## config.mk

```make
export PLATFORM = sky130hd
export DESIGN_NAME = vga_timing_gen_flat
export DESIGN_NICKNAME = d
export VERILOG_FILES = /design/src/rtl/vga_timing_gen_if.sv /design/src/rtl/vga_timing_gen.sv /design/src/flat_wrapper.sv
export SDC_FILE = /design/constraint.sdc
export NUM_CORES = 1
export LEC_CHECK = 0
export CAP_MARGIN = 40
export CORE_MARGIN = 4
export CORE_UTILIZATION = 55
export CTS_BUF_LIST = sky130_fd_sc_hd__clkbuf_4 sky130_fd_sc_hd__clkbuf_8 sky130_fd_sc_hd__clkbuf_16
export CTS_CLUSTER_SIZE = 30
export DETAILED_ROUTE_END_ITERATION = 7
export GPL_TIMING_DRIVEN = 0
export PLACE_DENSITY = 0.82
export SLEW_MARGIN = 20
export SYNTH_ARGS = -nofsm -noshare
export SYNTH_HDL_FRONTEND = slang
export SYNTH_SLANG_ARGS = --single-unit
```

## constraint.sdc

```tcl
create_clock -name clk -period 3.25 [get_ports clk]
set_input_delay 0.8125 -clock clk [delete_from_list [all_inputs] [get_ports clk]]
set_output_delay 0.8125 -clock clk [all_outputs]
set_load 0.03 [all_outputs]
```

## src/rtl/vga_timing_gen_if.sv

```systemverilog
// Bundle of the run control and all raster outputs of vga_timing_gen.
// The master side is the timing generator. The slave side is the consumer,
// that is, the pixel/colour pipeline and the DAC pin driver.
interface vga_timing_gen_if #(
  parameter int CNT_W   = 11,
  parameter int FRAME_W = 16
);
  logic               enable;
  logic               pix_ce;
  logic               hsync;
  logic               vsync;
  logic               video_on;
  logic [CNT_W-1:0]   pixel_x;
  logic [CNT_W-1:0]   pixel_y;
  logic               fetch_valid;
  logic [CNT_W-1:0]   fetch_x;
  logic [CNT_W-1:0]   fetch_y;
  logic               line_start;
  logic               frame_start;
  logic [FRAME_W-1:0] frame_count;

  modport master (
    input  enable,
    output pix_ce, hsync, vsync, video_on, pixel_x, pixel_y,
    output fetch_valid, fetch_x, fetch_y, line_start, frame_start, frame_count
  );

  modport slave (
    output enable,
    input  pix_ce, hsync, vsync, video_on, pixel_x, pixel_y,
    input  fetch_valid, fetch_x, fetch_y, line_start, frame_start, frame_count
  );
endinterface

```

## src/rtl/vga_timing_gen.sv

```systemverilog
// Programmable VGA raster timing generator.
// A clock divider produces one pixel tick every CLK_DIV clk cycles. On each tick
// the h/v raster counters advance. The fetch stage is registered from the current
// raster position. A FETCH_LEAD-deep delay line then produces the display-side
// outputs (sync, video_on, x/y), so a memory read issued from fetch_* lines up
// with the display outputs. Sync polarity is applied only at the last register.
module vga_timing_gen #(
  parameter int H_DISPLAY  = 640,
  parameter int H_FRONT    = 16,
  parameter int H_SYNC     = 96,
  parameter int H_BACK     = 48,
  parameter int V_DISPLAY  = 480,
  parameter int V_FRONT    = 10,
  parameter int V_SYNC     = 2,
  parameter int V_BACK     = 33,
  parameter int HSYNC_POL  = 0,
  parameter int VSYNC_POL  = 0,
  parameter int CLK_DIV    = 2,
  parameter int FETCH_LEAD = 2,
  parameter int CNT_W      = 11,
  parameter int FRAME_W    = 16
) (
  input  logic             clk,
  input  logic             rst_n,
  vga_timing_gen_if.master vga
);

  localparam int H_TOTAL = H_DISPLAY + H_FRONT + H_SYNC + H_BACK;
  localparam int V_TOTAL = V_DISPLAY + V_FRONT + V_SYNC + V_BACK;
  localparam int DIV_W   = (CLK_DIV > 1) ? $clog2(CLK_DIV) : 1;

  localparam logic [DIV_W-1:0] DIV_LAST = DIV_W'(CLK_DIV - 1);
  localparam logic [CNT_W-1:0] H_LAST   = CNT_W'(H_TOTAL - 1);
  localparam logic [CNT_W-1:0] V_LAST   = CNT_W'(V_TOTAL - 1);

  // Boundaries are one bit wider than the counters. A zero-porch raster
  // can then put the display width exactly at 2**CNT_W without overflow.
  localparam logic [CNT_W:0] H_DISP_X  = (CNT_W+1)'(H_DISPLAY);
  localparam logic [CNT_W:0] V_DISP_X  = (CNT_W+1)'(V_DISPLAY);
  localparam logic [CNT_W:0] HS_BEG_X  = (CNT_W+1)'(H_DISPLAY + H_FRONT);
  localparam logic [CNT_W:0] HS_END_X  = (CNT_W+1)'(H_DISPLAY + H_FRONT + H_SYNC);
  localparam logic [CNT_W:0] VS_BEG_X  = (CNT_W+1)'(V_DISPLAY + V_FRONT);
  localparam logic [CNT_W:0] VS_END_X  = (CNT_W+1)'(V_DISPLAY + V_FRONT + V_SYNC);

  localparam logic HS_ACT = (HSYNC_POL != 0);
  localparam logic VS_ACT = (VSYNC_POL != 0);

  // Reject parameter sets the counters or the delay line cannot represent.
  if (CLK_DIV < 1) begin : g_chk_div
    $error("vga_timing_gen: CLK_DIV must be >= 1");
  end
  if (FETCH_LEAD < 0 || FETCH_LEAD > 15) begin : g_chk_lead
    $error("vga_timing_gen: FETCH_LEAD must be in 0..15");
  end
  if ((H_TOTAL - 1) >= (1 << CNT_W) || (V_TOTAL - 1) >= (1 << CNT_W)) begin : g_chk_cnt
    $error("vga_timing_gen: CNT_W too narrow for H_TOTAL-1 / V_TOTAL-1");
  end

  // One raster position as it travels from the fetch stage to the display stage.
  // hs/vs are "in sync" flags. They carry no polarity.
  typedef struct packed {
    logic             hs;
    logic             vs;
    logic             vid;
    logic             h0;
    logic             v0;
    logic [CNT_W-1:0] x;
    logic [CNT_W-1:0] y;
  } stage_t;

  logic [DIV_W-1:0]   div_q, div_d;
  logic               tick;
  logic               pix_ce_q;
  logic [CNT_W-1:0]   h_q, h_d;
  logic [CNT_W-1:0]   v_q, v_d;
  stage_t             cur_s;
  stage_t             disp_in;

  logic               hsync_q;
  logic               vsync_q;
  logic               video_on_q;
  logic [CNT_W-1:0]   pixel_x_q;
  logic [CNT_W-1:0]   pixel_y_q;
  logic               line_start_q;
  logic               frame_start_q;
  logic [FRAME_W-1:0] frame_count_q;

  // Divider next state. tick marks the clk edge where the pixel tick takes effect.
  always_comb begin
    tick  = vga.enable && (div_q == DIV_LAST);
    div_d = div_q;
    if (vga.enable) begin
      div_d = tick ? '0 : div_q + 1'b1;
    end
  end

  // Divider state and the registered pix_ce pulse. The pulse drops as soon as enable drops.
  always_ff @(posedge clk or negedge rst_n) begin
    if (!rst_n) begin
      div_q    <= '0;
      pix_ce_q <= 1'b0;
    end else begin
      div_q    <= div_d;
      pix_ce_q <= tick;
    end
  end

  // Raster counter next state: h wraps at the end of a line and carries into v.
  always_comb begin
    h_d = h_q;
    v_d = v_q;
    if (tick) begin
      if (h_q == H_LAST) begin
        h_d = '0;
        v_d = (v_q == V_LAST) ? '0 : v_q + 1'b1;
      end else begin
        h_d = h_q + 1'b1;
      end
    end
  end

  // Raster counters.
  always_ff @(posedge clk or negedge rst_n) begin
    if (!rst_n) begin
      h_q <= '0;
      v_q <= '0;
    end else begin
      h_q <= h_d;
      v_q <= v_d;
    end
  end

  // Decode the current raster position into the stage record.
  always_comb begin
    cur_s     = '0;
    cur_s.vid = ({1'b0, h_q} < H_DISP_X) && ({1'b0, v_q} < V_DISP_X);
    cur_s.hs  = ({1'b0, h_q} >= HS_BEG_X) && ({1'b0, h_q} < HS_END_X);
    cur_s.vs  = ({1'b0, v_q} >= VS_BEG_X) && ({1'b0, v_q} < VS_END_X);
    cur_s.h0  = (h_q == '0);
    cur_s.v0  = (v_q == '0);
    cur_s.x   = cur_s.vid ? h_q : '0;
    cur_s.y   = cur_s.vid ? v_q : '0;
  end

  if (FETCH_LEAD > 0) begin : g_pipe
    stage_t pipe_q [FETCH_LEAD];

    // Fetch stage (element 0) followed by the look-ahead delay line. It is cleared to idle on reset.
    always_ff @(posedge clk or negedge rst_n) begin
      if (!rst_n) begin
        for (int i = 0; i < FETCH_LEAD; i++) begin
          pipe_q[i] <= '0;
        end
      end else if (tick) begin
        pipe_q[0] <= cur_s;
        for (int i = 1; i < FETCH_LEAD; i++) begin
          pipe_q[i] <= pipe_q[i-1];
        end
      end
    end

    assign disp_in         = pipe_q[FETCH_LEAD-1];
    assign vga.fetch_valid = pipe_q[0].vid;
    assign vga.fetch_x     = pipe_q[0].x;
    assign vga.fetch_y     = pipe_q[0].y;
  end else begin : g_nopipe
    // With no look-ahead the display registers are the fetch stage.
    assign disp_in         = cur_s;
    assign vga.fetch_valid = video_on_q;
    assign vga.fetch_x     = pixel_x_q;
    assign vga.fetch_y     = pixel_y_q;
  end

  // Display stage: applies polarity, produces the line/frame pulses and counts frames.
  always_ff @(posedge clk or negedge rst_n) begin
    if (!rst_n) begin
      hsync_q       <= ~HS_ACT;
      vsync_q       <= ~VS_ACT;
      video_on_q    <= 1'b0;
      pixel_x_q     <= '0;
      pixel_y_q     <= '0;
      line_start_q  <= 1'b0;
      frame_start_q <= 1'b0;
      frame_count_q <= '0;
    end else begin
      line_start_q  <= 1'b0;
      frame_start_q <= 1'b0;
      if (tick) begin
        hsync_q       <= disp_in.hs ? HS_ACT : ~HS_ACT;
        vsync_q       <= disp_in.vs ? VS_ACT : ~VS_ACT;
        video_on_q    <= disp_in.vid;
        pixel_x_q     <= disp_in.x;
        pixel_y_q     <= disp_in.y;
        line_start_q  <= disp_in.h0;
        frame_start_q <= disp_in.h0 && disp_in.v0;
        if (disp_in.h0 && disp_in.v0) begin
          frame_count_q <= frame_count_q + 1'b1;
        end
      end
    end
  end

  assign vga.pix_ce      = pix_ce_q;
  assign vga.hsync       = hsync_q;
  assign vga.vsync       = vsync_q;
  assign vga.video_on    = video_on_q;
  assign vga.pixel_x     = pixel_x_q;
  assign vga.pixel_y     = pixel_y_q;
  assign vga.line_start  = line_start_q;
  assign vga.frame_start = frame_start_q;
  assign vga.frame_count = frame_count_q;

endmodule

```

## src/flat_wrapper.sv

```systemverilog
// flat-port wrapper written by rule: the top's interface ports become plain ports
module vga_timing_gen_flat 
#(
  parameter int H_DISPLAY  = 640,
  parameter int H_FRONT    = 16,
  parameter int H_SYNC     = 96,
  parameter int H_BACK     = 48,
  parameter int V_DISPLAY  = 480,
  parameter int V_FRONT    = 10,
  parameter int V_SYNC     = 2,
  parameter int V_BACK     = 33,
  parameter int HSYNC_POL  = 0,
  parameter int VSYNC_POL  = 0,
  parameter int CLK_DIV    = 2,
  parameter int FETCH_LEAD = 2,
  parameter int CNT_W      = 11,
  parameter int FRAME_W    = 16
)
  (clk, rst_n, vga_enable, vga_pix_ce, vga_hsync, vga_vsync, vga_video_on, vga_pixel_x, vga_pixel_y, vga_fetch_valid, vga_fetch_x, vga_fetch_y, vga_line_start, vga_frame_start, vga_frame_count);
  vga_timing_gen_if #(.CNT_W(CNT_W), .FRAME_W(FRAME_W)) vga_i ();
  input  logic clk;
  input  logic rst_n;
  input wire logic [$bits(vga_i.enable)-1:0] vga_enable;
  output wire logic [$bits(vga_i.pix_ce)-1:0] vga_pix_ce;
  output wire logic [$bits(vga_i.hsync)-1:0] vga_hsync;
  output wire logic [$bits(vga_i.vsync)-1:0] vga_vsync;
  output wire logic [$bits(vga_i.video_on)-1:0] vga_video_on;
  output wire logic [$bits(vga_i.pixel_x)-1:0] vga_pixel_x;
  output wire logic [$bits(vga_i.pixel_y)-1:0] vga_pixel_y;
  output wire logic [$bits(vga_i.fetch_valid)-1:0] vga_fetch_valid;
  output wire logic [$bits(vga_i.fetch_x)-1:0] vga_fetch_x;
  output wire logic [$bits(vga_i.fetch_y)-1:0] vga_fetch_y;
  output wire logic [$bits(vga_i.line_start)-1:0] vga_line_start;
  output wire logic [$bits(vga_i.frame_start)-1:0] vga_frame_start;
  output wire logic [$bits(vga_i.frame_count)-1:0] vga_frame_count;
  assign vga_i.enable = vga_enable;
  assign vga_pix_ce = vga_i.pix_ce;
  assign vga_hsync = vga_i.hsync;
  assign vga_vsync = vga_i.vsync;
  assign vga_video_on = vga_i.video_on;
  assign vga_pixel_x = vga_i.pixel_x;
  assign vga_pixel_y = vga_i.pixel_y;
  assign vga_fetch_valid = vga_i.fetch_valid;
  assign vga_fetch_x = vga_i.fetch_x;
  assign vga_fetch_y = vga_i.fetch_y;
  assign vga_line_start = vga_i.line_start;
  assign vga_frame_start = vga_i.frame_start;
  assign vga_frame_count = vga_i.frame_count;
  vga_timing_gen #(.H_DISPLAY(H_DISPLAY), .H_FRONT(H_FRONT), .H_SYNC(H_SYNC), .H_BACK(H_BACK), .V_DISPLAY(V_DISPLAY), .V_FRONT(V_FRONT), .V_SYNC(V_SYNC), .V_BACK(V_BACK), .HSYNC_POL(HSYNC_POL), .VSYNC_POL(VSYNC_POL), .CLK_DIV(CLK_DIV), .FETCH_LEAD(FETCH_LEAD), .CNT_W(CNT_W), .FRAME_W(FRAME_W)) u_core (.clk(clk), .rst_n(rst_n), .vga(vga_i));
endmodule
```

==> run summary, run 1 <==
commonest non-fill, non-tap cells in the layout: 179 x nand2_1, 119 x dfrtp_1, 68 x clkdlybuf4s50_1, 23 x buf_4, 19 x a22o_1
total number of vias: 3972
Final Util: 73.7%
critical path startpoint: vga_enable
worst-path cell chain: clkdlybuf4s50_1, nand2_1, nor4_1, clkbuf_1, nand4_1, xnor2_1
die width: 104 um
vias in the first global route: 4064
Final Hold Fails: 0
post-cts resize count: 0
nets: 603
commonest register cell after synthesis: dfrtp_1
reg-to-reg critical path startpoint: u_core.h_q[7]$_DFFE_PN0P_
Clock transition at path regs: 0.06 ns
most common cell after layout, fill and taps aside: nand2_1
Mapped Cells: 506
Rel. slew slack: 59.0%
I/O pins: 70
Die Y: 104 um
CP startpoint kind: input pin
switch share: 30.8%
hpwl dp: 7.56 mm
Pre-antenna DRT Iters: 5
async set-or-reset flop fraction in the synthesized netlist: 100%
max frequency: 0.387 GHz
Post-Route WL: 11.8 mm
top cells by area, synth: dfrtp_1 59%, nand2_1 13%, buf_4 3.4%
R2R cell count: 5
Root Buffer Master: clkbuf_8
remaining global-route overflow: 0
Clock Skew: 0.00654 ns
CTS tree: yes
clk_lat worst skew: 0.51 ns
Int Pwr: 0.00330 W
Global Route Usage Sum: 22.6%
Psw: 0.00147 W
pre-CTS WS: 0.215 ns
Reg area: 3030 sq um
post-synth cell types: 42
CP peak stage delay: 0.60 ns
critical path required time: 3.65 ns
Final Non-Filler Cells: 715
Syn Area/Cell: 10.0 sq um
peak supply drop: 441 uV
Worst Setup Slack, final: 0.665 ns
Buffers on Ports: 69
endpoint class of the critical path: flip-flop
GP Congestion: 0.827
H-tree Lvls: 4
period utilization: 79.5%
Post-Syn Nets: 514
Critical Path AT: 2.98 ns
Hold Crit Class: in2async
Avg Vias per Cell: 5.56
Clock power frac: 38.9%
EDFF count, synth: 0
post-synth top area share: 58.7%
Ys Warns: 0
final total power: 0.00477 W
Area growth, synth to finish: 28.5%
status: complete, no violations
Crit-path slowest cell: clkdlybuf4s50_1
Avg WL per Cell: 16.5 um
ANT nets after route: 0
Die ar.: 10800 sq um
fill cell count: 572
area of the multi-input gates: 1760 sq um
Critical R2R Capture: u_core.v_q[4]$_DFFE_PN0P_
Yosys reg bits: 121
Crit Path Max Fanout: 10
pin count of the biggest net entering global routing: 88
critical path type: in2reg
drt drc: 0
Seq/Total Area, Yosys: 59.7%
setup bufs post-CTS: 0
Starting Density: 57.3%
clk buf depth: 2
initial antenna violation count: 0
worst slew pin tran: 0.611 ns
Comb power frac: 21.7%
cts bufs inserted: 17
# diodes: 0
share of post-route cells with drive strength above 1: 10.2%
LEAKAGE: 3.23 nW
pins over their slew limit: 0
placed instance count: 684
max_cap viols: 0
# setup viols final: 0
clock sink count: 121
num rows: 34
synthesized area: 5070 sq um
first-pass GRT wire length: 19.7 mm
P per Cell Area: 731 nW/um^2
RSZ-0062 raised after global routing: false
Core Region: 8850 sq um
# hold bufs at CTS: 0
hold_ws: 0.181 ns
cell taking the most area after synthesis: dfrtp_1
Final min period: 2.59 ns
number of DRC markers after the initial detailed-route iteration: 191
Flop pwr share: 39.4%
register-to-register setup slack: 0.98 ns
[metrics by stage]
step	TNS, ns	instance area, sq um
global route	0	6520
global placement	-361.30	5900
floorplan	0	5070
CTS	0	6520
detailed placement	0	5930
finish	0	6520
[registers in the layout (all words and copies together) (netlist names)]
name                    flops
u_core.vga.vsync            1
u_core.vga.video_on         1
u_core.vga.pixel_x         11
u_core.vga.pixel_y         11
u_core.vga.fetch_x         11
u_core.vga.line_start       1
u_core.vga.fetch_valid      1
u_core.vga.pix_ce           1
u_core.div_q                1
u_core.disp_in             27
u_core.vga.hsync            1
u_core.v_q                 11
u_core.h_q                 11
u_core.g_pipe.pipe_q        4
u_core.vga.frame_start      1
u_core.vga.frame_count     16
u_core.vga.fetch_y         11
[per-layer routing]
metal | track usage [%] | part of all wire, % | wire length, um
met5 | 0 | 0 | 0
met4 | 8.93 | 1.9 | 220
met3 | 5.46 | 5.2 | 617
met2 | 39.2 | 52 | 6140
met1 | 27.1 | 41 | 4820
[cells by family after synthesis]
group                      Yosys count  synth area share [%]
and+or+nand+nor                    257                  22.2
muxes                                2                 0.419
xor gates and xnor gates            28                  4.83
DFF                                121                  59.7
adders and majority gates            5                  1.23
AOI/OAI and AO/OA                   40                  5.92
buffers and inverters               53                  5.65
[area by class of cell]
type	instances	area share, %
multi-input combinational	332	26.9
buffer	44	3.88
clock buffer	19	6.78
sequential	121	46.5
clock inverter	12	2.28
tap	108	2.07
inverter	9	0.518
timing repair buffer	70	11.0
[power groups by stage]
stage | clock network [W] | registers (W) | logic, W
2_1_floorplan | 0 | 0.00198 | 0.000515
3_3_place_gp | 0 | 0.00188 | 0.000984
3_5_place_dp | 0 | 0.00189 | 0.00101
4_1_cts | 0.00188 | 0.00187 | 0.00104
5_1_grt | 0.00195 | 0.00190 | 0.00111
6_report | 0.00185 | 0.00188 | 0.00104
[worst max-delay path: cells and delay by family]
family | cells | cell delay, ns
buf+inv | 2 | 1.04
xor+xnor | 1 | 0.16
simple gates | 3 | 0.96
[how the worst max path moves through the flow]
stage | cells after the start | slack [ns] | to
floorplan | 4 | 1.17 | u_core.vga.frame_count[15]$_DFFE_PN0P_
global placement | 1 | -3.01 | u_core.vga.fetch_y[0]$_DFFE_PN0P_
detailed placement | 6 | 0.22 | u_core.v_q[7]$_DFFE_PN0P_
CTS | 2 | 0.68 | vga_fetch_y[1]
global route | 6 | 0.59 | u_core.v_q[7]$_DFFE_PN0P_
finish | 6 | 0.66 | u_core.v_q[7]$_DFFE_PN0P_
[cell usage after synthesis, drive strengths merged (4+ instances only)]
cell      n
nand2   179
dfrtp   119
buf      31
a22o     19
xnor2    16
nor2     14
clkbuf   13
nand3    13
xor2     12
nand4    10
inv       9
o21ai     9
nor3      6
and2      5
and3      5
ha        5
nor4      4
or3       4
Note: power is estimated with default switching activity, not from simulation.
==> inputs of run 2 (changes only) <==
--- a/config.mk
+++ b/config.mk
@@ -7,12 +7,12 @@
 export LEC_CHECK = 0
 export CAP_MARGIN = 40
 export CORE_MARGIN = 4
-export CORE_UTILIZATION = 55
+export CORE_UTILIZATION = 49
 export CTS_BUF_LIST = sky130_fd_sc_hd__clkbuf_4 sky130_fd_sc_hd__clkbuf_8 sky130_fd_sc_hd__clkbuf_16
 export CTS_CLUSTER_SIZE = 30
 export DETAILED_ROUTE_END_ITERATION = 7
 export GPL_TIMING_DRIVEN = 0
-export PLACE_DENSITY = 0.82
+export PLACE_DENSITY = 0.77
 export SLEW_MARGIN = 20
 export SYNTH_ARGS = -nofsm -noshare
 export SYNTH_HDL_FRONTEND = slang
==> constraint.sdc (replaced) <==
create_clock -name clk -period 2.3 [get_ports clk]
set_input_delay 0.575 -clock clk [delete_from_list [all_inputs] [get_ports clk]]
set_output_delay 0.575 -clock clk [all_outputs]
set_load 0.03 [all_outputs]
==> run 2 against run 1 <==
Net effect: the run now ends with hold timing left; final cell count grew 3.9%; critical endpoint is now vga_fetch_x[7]; sequential cell count is the same; global-route usage shrank 2.0 points.
==> run summary, run 2 (synthesis gave the netlist of run 1 again) <==
status: complete, but fails checks (was complete, no violations)
failing checks: hold timing
Rel. slew slack: 60.5% (was 59.0%)
worst slew pin tran: 0.588 ns (was 0.611 ns)
CP peak stage delay: 0.66 ns (was 0.60 ns)
Post-Route WL: 11.5 mm (was 11.8 mm)
Worst Setup Slack, final: 0.0460 ns (was 0.665 ns)
peak supply drop: 673 uV (was 441 uV)
share of post-route cells with drive strength above 1: 12.3% (was 10.2%)
worst-path cell chain: buf_4, clkdlybuf4s50_1 (was clkdlybuf4s50_1, nand2_1, nor4_1, clkbuf_1, nand4_1, xnor2_1)
# diodes: 0 (unchanged)
placed instance count: 709 (was 684)
period utilization: 98.0%
Avg Vias per Cell: 5.30 (was 5.56)
I/O pins: 70 (unchanged)
Clock transition at path regs: 0.06 ns (about the same)
P per Cell Area: 1030 nW/um^2 (was 731 nW/um^2)
endpoint class of the critical path: primary output (was flip-flop)
num rows: 36 (was 34)
R2R cell count: 6 (was 5)
Crit-path slowest cell: clkdlybuf4s50_1 (unchanged)
H-tree Lvls: 4 (unchanged)
pin count of the biggest net entering global routing: 73 (was 88)
commonest non-fill, non-tap cells in the layout: 179 x nand2_1, 118 x dfrtp_1, 60 x clkdlybuf4s50_1, 26 x buf_4, 19 x a22o_1 (was 179 x nand2_1, 119 x dfrtp_1, 68 x clkdlybuf4s50_1, 23 x buf_4, 19 x a22o_1)
clk_lat worst skew: 0.51 ns (about the same)
vias in the first global route: 3854 (was 4064)
Die ar.: 12000 sq um (was 10800 sq um)
pins over their slew limit: 0 (unchanged)
kind of cell adding the most delay to the critical path: buffers and inverters (unchanged)
Clock Skew: 0.00946 ns (was 0.00654 ns)
CP Depth: 2 (was 6)
initial antenna violation count: 0 (unchanged)
most common cell after layout, fill and taps aside: nand2_1 (unchanged)
Hold Crit Class: in2async (unchanged)
Avg WL per Cell: 15.4 um (was 16.5 um)
Pre-antenna DRT Iters: 5 (unchanged)
critical path required time: 1.73 ns (was 3.65 ns)
first-pass GRT wire length: 19.1 mm (was 19.7 mm)
remaining global-route overflow: 0 (unchanged)
Final Non-Filler Cells: 743 (was 715)
clk buf depth: 2 (unchanged)
Final Hold Fails: 1 (was 0)
Global Route Usage Sum: 20.6% (was 22.6%)
Buffers on Ports: 69 (unchanged)
cts bufs inserted: 17 (unchanged)
CTS tree: yes (unchanged)
register-to-register setup slack: 0.05 ns (was 0.98 ns)
max_cap viols: 0 (unchanged)
CP startpoint kind: flip-flop (was input pin)
Core Region: 9910 sq um (was 8850 sq um)
GP Congestion: 0.800 (was 0.827)
hpwl dp: 7.56 mm (about the same)
# hold bufs at CTS: 0 (unchanged)
Final min period: 2.25 ns
Die Y: 110 um (was 104 um)
TNS Setup: 0 ns (unchanged)
max frequency: 0.444 GHz
Root Buffer Master: clkbuf_8 (unchanged)
Critical Path AT: 1.68 ns (was 2.98 ns)
number of flip-flops in the largest register: 27 (unchanged)
clock sink count: 121 (unchanged)
die width: 110 um (was 104 um)
Starting Density: 51.2% (was 57.3%)
ANT nets after route: 0 (unchanged)
total number of vias: 3940 (was 3972)
hold_ws: -0.000608 ns (was 0.181 ns)
pre-CTS WS: -0.531 ns (was 0.215 ns)
Area growth, synth to finish: 30.8% (was 28.5%)
Crit Path Max Fanout: 3 (was 10)
LEAKAGE: 3.37 nW (was 3.23 nW)
Buffers & Inverters on Critical Path: 2 (unchanged)
nets: 605 (was 603)
drt drc: 0 (unchanged)
number of DRC markers after the initial detailed-route iteration: 176 (was 191)
# setup viols final: 0 (unchanged)
critical path type: reg2out (was in2reg)
## run 2: metrics by stage
stage | total power [W] | utilization (%) | cell area (sq um)
floorplan | 0.00353 | - | 5070
global placement | 0.00406 | 59.8 | 5930
detailed placement | 0.00411 | 60.1 | 5960
CTS | 0.00685 | 66.4 | 6580
global route | 0.00714 | 67.0 | 6640
finish | 0.00684 | 67.0 | 6640
## run 2: path summary, 6_finish.rpt
check | startpoint | endpoint
max in group asynchronous | rst_n | u_core.h_q[7]$_DFFE_PN0P_
max | u_core.vga.fetch_x[7]$_DFFE_PN0P_ | vga_fetch_x[7]
min | rst_n | u_core.vga.fetch_y[10]$_DFFE_PN0P_
max reg2reg | u_core.h_q[4]$_DFFE_PN0P_ | u_core.v_q[4]$_DFFE_PN0P_
min reg2reg | u_core.disp_in[25]$_DFFE_PN0P_ | u_core.vga.vsync$_DFFE_PN1P_
min in group clk | u_core.disp_in[25]$_DFFE_PN0P_ | u_core.vga.vsync$_DFFE_PN1P_
## run 2: report_power, final
group,leakage [nW],internal (W),switching (W)
sequential,1.62,0.00242,0.000234
combinational,1.45,0.000541,0.000917
clock,0.299,0.00178,0.000946
total,3.37,0.00474,0.00210
## run 2: timing repair
action	4_1_cts	5_1_grt
endpoints found under the setup margin	3	50
resized for setup	3	22
setup buffers	0	2
pin swaps	0	1
## run 2: cell type report
type	instances	area [sq um]
fillers	736	3270
flip-flops and latches	121	3030
multi-input cells	332	1780
repair buffers	72	747
clock buffers	18	422
plain buffers	44	262
clock inverters	14	198
well taps	133	166
inverters	9	33.8
## run 2: layer usage
metal	up-vias	wire length, um	global-route usage [%]
met1	1964	4820	26.5
met4	0	150	7.48
li1	1835	-	-
met2	123	5950	34.7
met3	18	545	3.93
met5	-	0	0
## run 2: worst register-to-register path: stages, from the launching register on
cell and delay (ns):
dfrtp_1 0.32, buf_4 0.15, or3b_4 0.42, or4_1 0.53, buf_4 0.19, or4b_1 0.51, nand2_1 0.08
==> RTL edit (flow settings as in run 2) <==
`h_q` no longer has a reset.
--- a/src/rtl/vga_timing_gen.sv
+++ b/src/rtl/vga_timing_gen.sv
@@ -122,12 +122,14 @@
   // Raster counters.
   always_ff @(posedge clk or negedge rst_n) begin
     if (!rst_n) begin
-      h_q <= '0;
       v_q <= '0;
     end else begin
-      h_q <= h_d;
       v_q <= v_d;
     end
+  end
+
+  always_ff @(posedge clk) begin
+    h_q <= h_d;
   end
 
   // Decode the current raster position into the stage record.
Behaviour: differs if rst_n is asserted again (counterexample within 10 cycles, from zero or initial values and one cycle with rst_n low); with rst_n held inactive, the same outputs for 10 cycles.
==> RTL edit against run 2 <==
- routed wire length fell by 13%
- sequential cell count did not move
- area after synthesis rose by 0.94%
- power rose by 5.1%
- via count down 16%
- die area increased by 0.87%
- cell count is 15% lower
- combinational power is 12% higher
- clock power increased by 3%
- synthesized cell count fell by 22%
- worst hold slack better by 0.42 ns
- setup slack improved by 0.020 ns
- design area rose by 0.60%
==> RTL edit: results (changes against run 2) <==
<table>
<tr><th>Metric</th><th>Value</th></tr>
<tr><th colspan="2">Outcome</th></tr>
<tr><td>Status</td><td>finished clean</td></tr>
<tr><th colspan="2">Synthesis</th></tr>
<tr><td>Commonest cells post-synth</td><td>dfrtp_1 (108), mux2_2 (52), buf_4 (22), nand2_1 (22), a22o_1 (19)</td></tr>
<tr><td>Largest cells by area after synthesis</td><td>dfrtp_1 (53%), mux2_2 (11%), edfxtp_1 (6.5%)</td></tr>
<tr><td>Share of flip-flops with an asynchronous set or reset</td><td>90.91% (-9.1 points)</td></tr>
<tr><td>Number of synthesized flops with an enable pin</td><td>11 (+11)</td></tr>
<tr><td>Count of unique library cells instantiated by Yosys</td><td>41 (-2.4%)</td></tr>
<tr><td>Sequential share of the synthesized area</td><td>60.25% (+0.52 points)</td></tr>
<tr><th colspan="2">Final layout</th></tr>
<tr><td>Fraction of layout cells with a size suffix above 1</td><td>26.16% (+14 points)</td></tr>
<tr><td>Fill cell count</td><td>758 (+3.0%)</td></tr>
<tr><td>Nets</td><td>492 (-19%)</td></tr>
<tr><th colspan="2">Critical path</th></tr>
<tr><td>Reg2Reg Capture Point</td><td>u_core.v_q[2]$_DFFE_PN0P_</td></tr>
<tr><td>Internal reg-to-reg setup slack</td><td>0.30 ns (+0.25 ns)</td></tr>
<tr><td>Crit path arrival time</td><td>1.66 ns (-0.02 ns)</td></tr>
<tr><td>Critical path capture point</td><td>vga_fetch_y[2]</td></tr>
<tr><th colspan="2">Worst hold path</th></tr>
<tr><td>Type of the worst min-delay path</td><td>register to register</td></tr>
<tr><th colspan="2">STA</th></tr>
<tr><td>Post-route clock period utilization</td><td>97.15% (-0.85 points)</td></tr>
<tr><td>Layout Skew</td><td>0.006065 ns (-0.003392 ns)</td></tr>
<tr><td>Relative max-transition margin</td><td>54.74% (-5.8 points)</td></tr>
<tr><th colspan="2">Routing</th></tr>
<tr><td>Detailed Route WL</td><td>9917 um (-13%)</td></tr>
<tr><td>Number of search-and-repair iterations in the first detailed-routing pass</td><td>4 (-1)</td></tr>
<tr><td>Initial DRC Count</td><td>145 (-18%)</td></tr>
<tr><td>Total via count after detailed routing</td><td>3,302 (-16%)</td></tr>
<tr><th colspan="2">Pwr</th></tr>
<tr><td>Static leakage power</td><td>3.325 nW (-1.4%)</td></tr>
<tr><td>Switching power</td><td>0.002014 W (-3.9%)</td></tr>
<tr><td>Max VDD drop</td><td>529.2 uV (-21%)</td></tr>
<tr><th colspan="2">Place</th></tr>
<tr><td>Final Wtd Congestion</td><td>0.8563 (+7.1%)</td></tr>
<tr><td>DPL Wire Length</td><td>6844 um (-9.5%)</td></tr>
<tr><th colspan="2">Global route</th></tr>
<tr><td>GRT Resource Usage Total</td><td>18.19% (-2.4 points)</td></tr>
<tr><td>Number of global-route vias before repair</td><td>3,398 (-12%)</td></tr>
<tr><td>Global-route wire length before repair</td><td>16,690 um (-13%)</td></tr>
</table>
RTL edit: area by class of cell:
| class | instances | share of cell area [%] |
|---|---|---|
| multi-input cells | 223 | 26.27 |
| clock buffers | 19 | 6.427 |
| inverters | 10 | 0.5621 |
| well taps | 136 | 2.548 |
| repair buffers | 71 | 11.34 |
| flip-flops and latches | 121 | 46.21 |
| plain buffers | 40 | 3.654 |
| clock inverters | 13 | 2.998 |
RTL edit: logic make-up after synthesis:
family,after synthesis,synth area share (%)
compound gates,43,6.426
mux,53,11.73
fa+ha+maj,5,1.222
flops,121,60.25
buf+inv,50,5.497
xor+xnor,24,4.105
simple gates,98,10.77
RTL edit: critical path, stage by stage, from the launching register on:
cell and delay [ns]:
dfrtp_1 0.38, buf_4 0.12, clkdlybuf4s50_1 0.65
RTL edit: timing repair:
action | 4_1_cts | 5_1_grt
setup endpoints to repair | 2 | 12
hold buffers | 1 | 0
resized for setup | 2 | 12
hold endpoints to repair | 4 | 0
RTL edit: worst min path at each step:
stage	from	to	slack (ns)	depth (start not counted)
2_1_floorplan	rst_n	u_core.disp_in[0]$_DFFE_PN0P_	0.28	0
3_3_place_gp	u_core.disp_in[25]$_DFFE_PN0P_	u_core.vga.vsync$_DFFE_PN1P_	0.41	1
3_5_place_dp	u_core.disp_in[25]$_DFFE_PN0P_	u_core.vga.vsync$_DFFE_PN1P_	0.42	1
4_1_cts	u_core.disp_in[25]$_DFFE_PN0P_	u_core.vga.vsync$_DFFE_PN1P_	0.43	1
5_1_grt	u_core.disp_in[25]$_DFFE_PN0P_	u_core.vga.vsync$_DFFE_PN1P_	0.47	1
6_report	u_core.disp_in[25]$_DFFE_PN0P_	u_core.vga.vsync$_DFFE_PN1P_	0.41	1
RTL edit: per-layer routing:
metal,up-vias,routed length (um),global-route usage [%]
met5,-,0,0
met4,0,165,6.684
met3,12,424,5.533
met2,67,4857,29.77
met1,1652,4470,22.90
li1,1571,-,-
RTL edit: stage by stage:
step,cells,TNS (ns),area [sq um],utilization (%)
6_report,633,0,6678,65.27
5_1_grt,633,0,6678,65.27
4_1_cts,633,0,6648,64.97
3_5_place_dp,600,-6.569,6011,58.75
3_3_place_gp,599,-371.63,5982,58.47
2_1_floorplan,394,0,5121,-
RTL edit: power groups by stage:
stage               registers (W)  clock network, W  logic (W)
floorplan                 0.00294                 0   0.000906
global placement          0.00278                 0    0.00163
detailed placement        0.00280                 0    0.00168
CTS                       0.00276           0.00283    0.00167
global route              0.00280           0.00294    0.00177
finish                    0.00276           0.00279    0.00164
